### src/rtl/bus_rr_arbit.sv
`default_nettype none
// ============================================================================
// Module      : bus_rr_arbit
// Description : Four-master round-robin bus arbiter. A grant is held while
//               its owner keeps requesting; every handover passes through one
//               idle (turnaround) cycle. Optional hold-timeout revocation is
//               enabled by defining the macro BUS_ARBIT_TIMEOUT_EN.
// Revision    : 1.0 - initial release
// ============================================================================
module bus_rr_arbit #(
    parameter int TIMEOUT = 16
) (
    input  logic       clk,
    input  logic       reset_n,
    input  logic [3:0] m_req,
    output logic [3:0] m_grant,
    output logic       m_busy,
    output logic [1:0] m_owner,
    output logic       m_timeout
);

    localparam logic [0:0] c_IDLE  = 1'b0;
    localparam logic [0:0] c_GRANT = 1'b1;

    // Catch an out-of-range hold limit at elaboration time
    generate
        if ((TIMEOUT < 2) || (TIMEOUT > 255)) begin : g_timeout_range_err
            $error("bus_rr_arbit: TIMEOUT must be within 2..255");
        end
    endgenerate

    logic [0:0] r_state;
    logic [1:0] r_last;
    logic [1:0] w_winner;
    logic [1:0] w_scan;
    logic       w_any_req;
    logic       w_owner_req;
    logic       w_revoke;

    assign w_any_req   = |m_req;
    assign w_owner_req = m_req[m_owner];

    // Round-robin pick: scan last+1 .. last+4 (mod 4); the descending loop
    // lets the closest requester after the pointer overwrite the others.
    always_comb begin
        w_winner = r_last;
        w_scan   = r_last;
        for (int i = 4; i >= 1; i--) begin
            w_scan = r_last + 2'(i);
            if (m_req[w_scan]) begin
                w_winner = w_scan;
            end
        end
    end

`ifdef BUS_ARBIT_TIMEOUT_EN
    localparam logic [7:0] c_HOLD_MAX = 8'(TIMEOUT - 1);

    logic [7:0] r_hold_cnt;
    logic       w_contended;

    // Any request other than the current owner's counts as contention
    assign w_contended = |(m_req & ~m_grant);
    assign w_revoke    = (r_hold_cnt == c_HOLD_MAX) && w_contended;

    // Hold counter (saturating) and the one-cycle revocation pulse
    always_ff @(posedge clk or negedge reset_n) begin
        if (!reset_n) begin
            r_hold_cnt <= 8'd0;
            m_timeout  <= 1'b0;
        end else begin
            m_timeout <= (r_state == c_GRANT) && w_owner_req && w_revoke;
            if (r_state == c_IDLE) begin
                r_hold_cnt <= 8'd0;
            end else if (r_hold_cnt != c_HOLD_MAX) begin
                r_hold_cnt <= r_hold_cnt + 8'd1;
            end
        end
    end
`else
    // Grants are held indefinitely; no revocation logic exists
    assign w_revoke  = 1'b0;
    assign m_timeout = 1'b0;
`endif

    // Arbitration FSM and registered grant outputs
    always_ff @(posedge clk or negedge reset_n) begin
        if (!reset_n) begin
            r_state <= c_IDLE;
            r_last  <= 2'd3;
            m_grant <= 4'b0000;
            m_busy  <= 1'b0;
            m_owner <= 2'd0;
        end else begin
            case (r_state)
                c_IDLE: begin
                    if (w_any_req) begin
                        r_state <= c_GRANT;
                        r_last  <= w_winner;
                        m_grant <= 4'b0001 << w_winner;
                        m_busy  <= 1'b1;
                        m_owner <= w_winner;
                    end
                end
                c_GRANT: begin
                    // Release (or forced revoke) always passes through IDLE
                    if (!w_owner_req || w_revoke) begin
                        r_state <= c_IDLE;
                        m_grant <= 4'b0000;
                        m_busy  <= 1'b0;
                        m_owner <= 2'd0;
                    end
                end
                default: begin
                    r_state <= c_IDLE;
                    m_grant <= 4'b0000;
                    m_busy  <= 1'b0;
                    m_owner <= 2'd0;
                end
            endcase
        end
    end

endmodule
`default_nettype wire

### config.mk
export PLATFORM = sky130hd
export DESIGN_NAME = bus_rr_arbit
export DESIGN_NICKNAME = d
export VERILOG_FILES = /design/src/rtl/bus_rr_arbit.sv
export SDC_FILE = /design/constraint.sdc
export NUM_CORES = 1
export LEC_CHECK = 0
export CELL_PAD_IN_SITES_DETAIL_PLACEMENT = 1
export CELL_PAD_IN_SITES_GLOBAL_PLACEMENT = 2
export CORE_MARGIN = 2
export CORE_UTILIZATION = 35
export DETAILED_ROUTE_END_ITERATION = 12
export DONT_BUFFER_PORTS = 1
export PLACE_DENSITY = 0.68
export SLEW_MARGIN = 20
export SYNTH_ARGS = -nofsm -noshare
export SYNTH_HDL_FRONTEND = slang
export SYNTH_SLANG_ARGS = --single-unit
### constraint.sdc
create_clock -name clk -period 1.7 [get_ports clk]
set_input_delay 0.34 -clock clk [delete_from_list [all_inputs] [get_ports clk]]
set_output_delay 0.34 -clock clk [all_outputs]
set_load 0.03 [all_outputs]
==> summary.txt <==
Outcome - finished, final reports clean
Pre-CTS WS - 0.2131 ns
Leading area contributor after synthesis - dfrtp_1
Fraction of layout cells with a size suffix above 1 - 0.2241
Avg WL per Cell - 17.49 um
Critical Path Sink Type - flop
Synth Area in Compound Gates - 0.2265
Final period util - 0.8782
Achievable frequency - 669.8 MHz
Site Rows - 14
Starting Density - 0.3672
Clock sinks - 10
Post-synthesis adder-cell area fraction - 0
Layout Skew - 0.01500 ns
# DRC - 0
Crit path kind - flop to flop
Synthesized area per cell - 10.72 um^2
Die ar. - 0.001894 mm^2
ANT nets after route - 0
Fin nets - 65
Largest family of logic cells by synthesized area - compound AO/OA/AOI/OAI gates
Synthesized net count - 57
Router iterations before antenna repair - 3
First-pass GRT wire length - 2.304 mm
Post-Route WL - 1.294 mm
Fin crit period - 1.493 ns
TNS Setup - 0 ns
Multiplexer share of the synthesized area - 0.06636
Post-Synth XOR/XNOR Area - 0
Max-slew violation count - 0
Core ar. - 0.001489 mm^2
Maxcap violations - 0
Clk_lat worst skew - 0.28 ns
CP Data Arrival Time - 1.63 ns
RSZ-0062 raised after global routing - no
DRT iter0 DRCs - 4
Vias in the first global route - 491
Final hold vios - 0
Area growth from synthesis to layout - 12.36%
Post-synth top area share - 0.3661
Req. time, crit path - 1.84 ns
Largest net degree at the start of global routing - 19
Worst-path clk slew - 0.08 ns
Post-Synthesis Cells - 51
Number of synthesized register bits - 10
Hold Path Class - input port to flop
Grt ovf - 0
Antenna violations before repair - 0
Via count - 432
CTS tree - yes
Synthesized cell area - 546.8 um^2
HPWL Detailed - 977.6 um
Power Density - 2098 mW/mm^2
Vias per cell - 5.838
Post-Synth Simple-Gate Area - 0.1899
H-tree depth - 1
Sequential area share after synthesis - 0.4622
Ranking of synthesized cells by area - dfrtp_1 37%, dfstp_2 9.6%, nand2_1 8.9%
I/O pins - 14
Gr usage total - 0.1701
Final worst setup slack - 0.2070 ns
Worst R2R Setup Slack - 0.21 ns
Port Buffers - 0
Routability congestion estimate - 0.7500
Root Driver - clkbuf_4
Total CTS buffers - 3
Clk buf depth - 2
CP max FO - 7
Die Ht - 43.53 um
Count of yosys warnings during synthesis - 0
Startpoint Class - flop
Ant. Diodes - 0
Lkg Pwr - 0.0002690 uW
Setup violators final - 0
Cell variety after synth - 24
Die extent in x - 43.53 um
Max rail drop VDD - 0.0007875 V
state kept, by name, indices dropped and copies added (netlist names):
register / count
m_busy: 1
m_grant: 4
m_owner: 2
r_last: 2
r_state: 1
repair_timing:
| action | CTS | global route |
|---|---|---|
| buffers inserted | 0 | 0 |
| endpoints found under the setup margin | 0 | 0 |
| hold endpoints to repair | 10 | 0 |
| gates resized for setup | 0 | 0 |
| hold buffers | 1 | 0 |
final timing paths:
path                            start          to  depth (start not counted)
min in group asynchronous     reset_n  m_owner[0]                          1
max                        m_owner[1]  m_grant[0]                          3
min                          m_req[3]  m_grant[2]                          3
min reg2reg                   r_state     r_state                          2
max reg2reg                m_owner[1]  m_grant[0]                          3
max in group asynchronous     reset_n   r_last[1]                          1
through the flow:
step | hold WS (ns) | power, uW | utilization | instances | instance area [um^2]
6_report | 0.3685 | 1289 | 0.4126 | 74 | 614.3
5_1_grt | 0.3928 | 1389 | 0.4126 | 74 | 614.3
4_1_cts | 0.3627 | 1303 | 0.4126 | 74 | 614.3
3_5_place_dp | 0.04465 | 1111 | 0.3882 | 69 | 578.1
3_3_place_gp | 0.04461 | 1074 | 0.3882 | 69 | 578.1
2_1_floorplan | 0.04441 | 955.5 | - | 51 | 546.8
cell usage in the layout (no fill, tap or decap), drive strengths merged:
| cell | netlist | routed |
|---|---|---|
| nor2b | 1 | 1 |
| o31ai | 1 | 1 |
| inv | 2 | 2 |
| nand3 | 1 | 1 |
| a21oi | 2 | 2 |
| mux2i | 1 | 1 |
| nor2 | 2 | 2 |
| o41ai | 1 | 1 |
| nand3b | 1 | 1 |
| o21ai | 2 | 2 |
| or3 | 1 | 1 |
| clkbuf | 0 | 4 |
| dfstp | 2 | 2 |
| mux4 | 1 | 1 |
| o31a | 1 | 1 |
| buf | 2 | 4 |
| and3 | 1 | 1 |
| dlygate4sd3 | 0 | 1 |
| dfrtp | 8 | 8 |
| conb | 1 | 1 |
| o22ai | 2 | 2 |
| and3b | 1 | 1 |
| o32ai | 4 | 4 |
| nand2 | 13 | 13 |
area by class of cell:
cell class | instances | area [um^2]
inverters | 2 | 7.507
clock buffers | 4 | 26.28
flip-flops and latches | 10 | 252.7
repair buffers | 5 | 40.04
fillers | 173 | 874.6
well taps | 16 | 20.02
multi-input cells | 37 | 267.8
logic make-up after synthesis:
logic type	Yosys count
AO/OA/AOI/OAI	13
buffers and inverters	4
other	1
multiplexers	2
AND/OR/NAND/NOR	21
flip-flops	10
cell usage after synthesis, drive strengths merged:
cell type and count:
nand2 13, dfrtp 8, o32ai 4, a21oi 2
buf 2, dfstp 2, inv 2, nor2 2
o21ai 2, o22ai 2, and3 1, and3b 1
conb 1, mux2i 1, mux4 1, nand3 1
nand3b 1, nor2b 1, o31a 1, o31ai 1
o41ai 1, or3 1
routing by layer:
layer	share of wire	vias to the layer above	global-route usage
met5	0	-	0
met4	0.035	0	0.1273
met1	0.42	215	0.2202
li1	-	199	-
met2	0.49	13	0.2448
met3	0.059	5	0.04167
power by group:
group	switching (uW)	internal, uW
registers	162	358
logic	340	249
clock network	88.7	90.8
total	591	698
critical path, stage by stage (launching register included):
cell     delay [ns]
dfrtp_1        0.38
mux4_1         0.62
nor2_4         0.22
o32ai_1        0.13
Note: power is estimated with default switching activity, not from simulation.
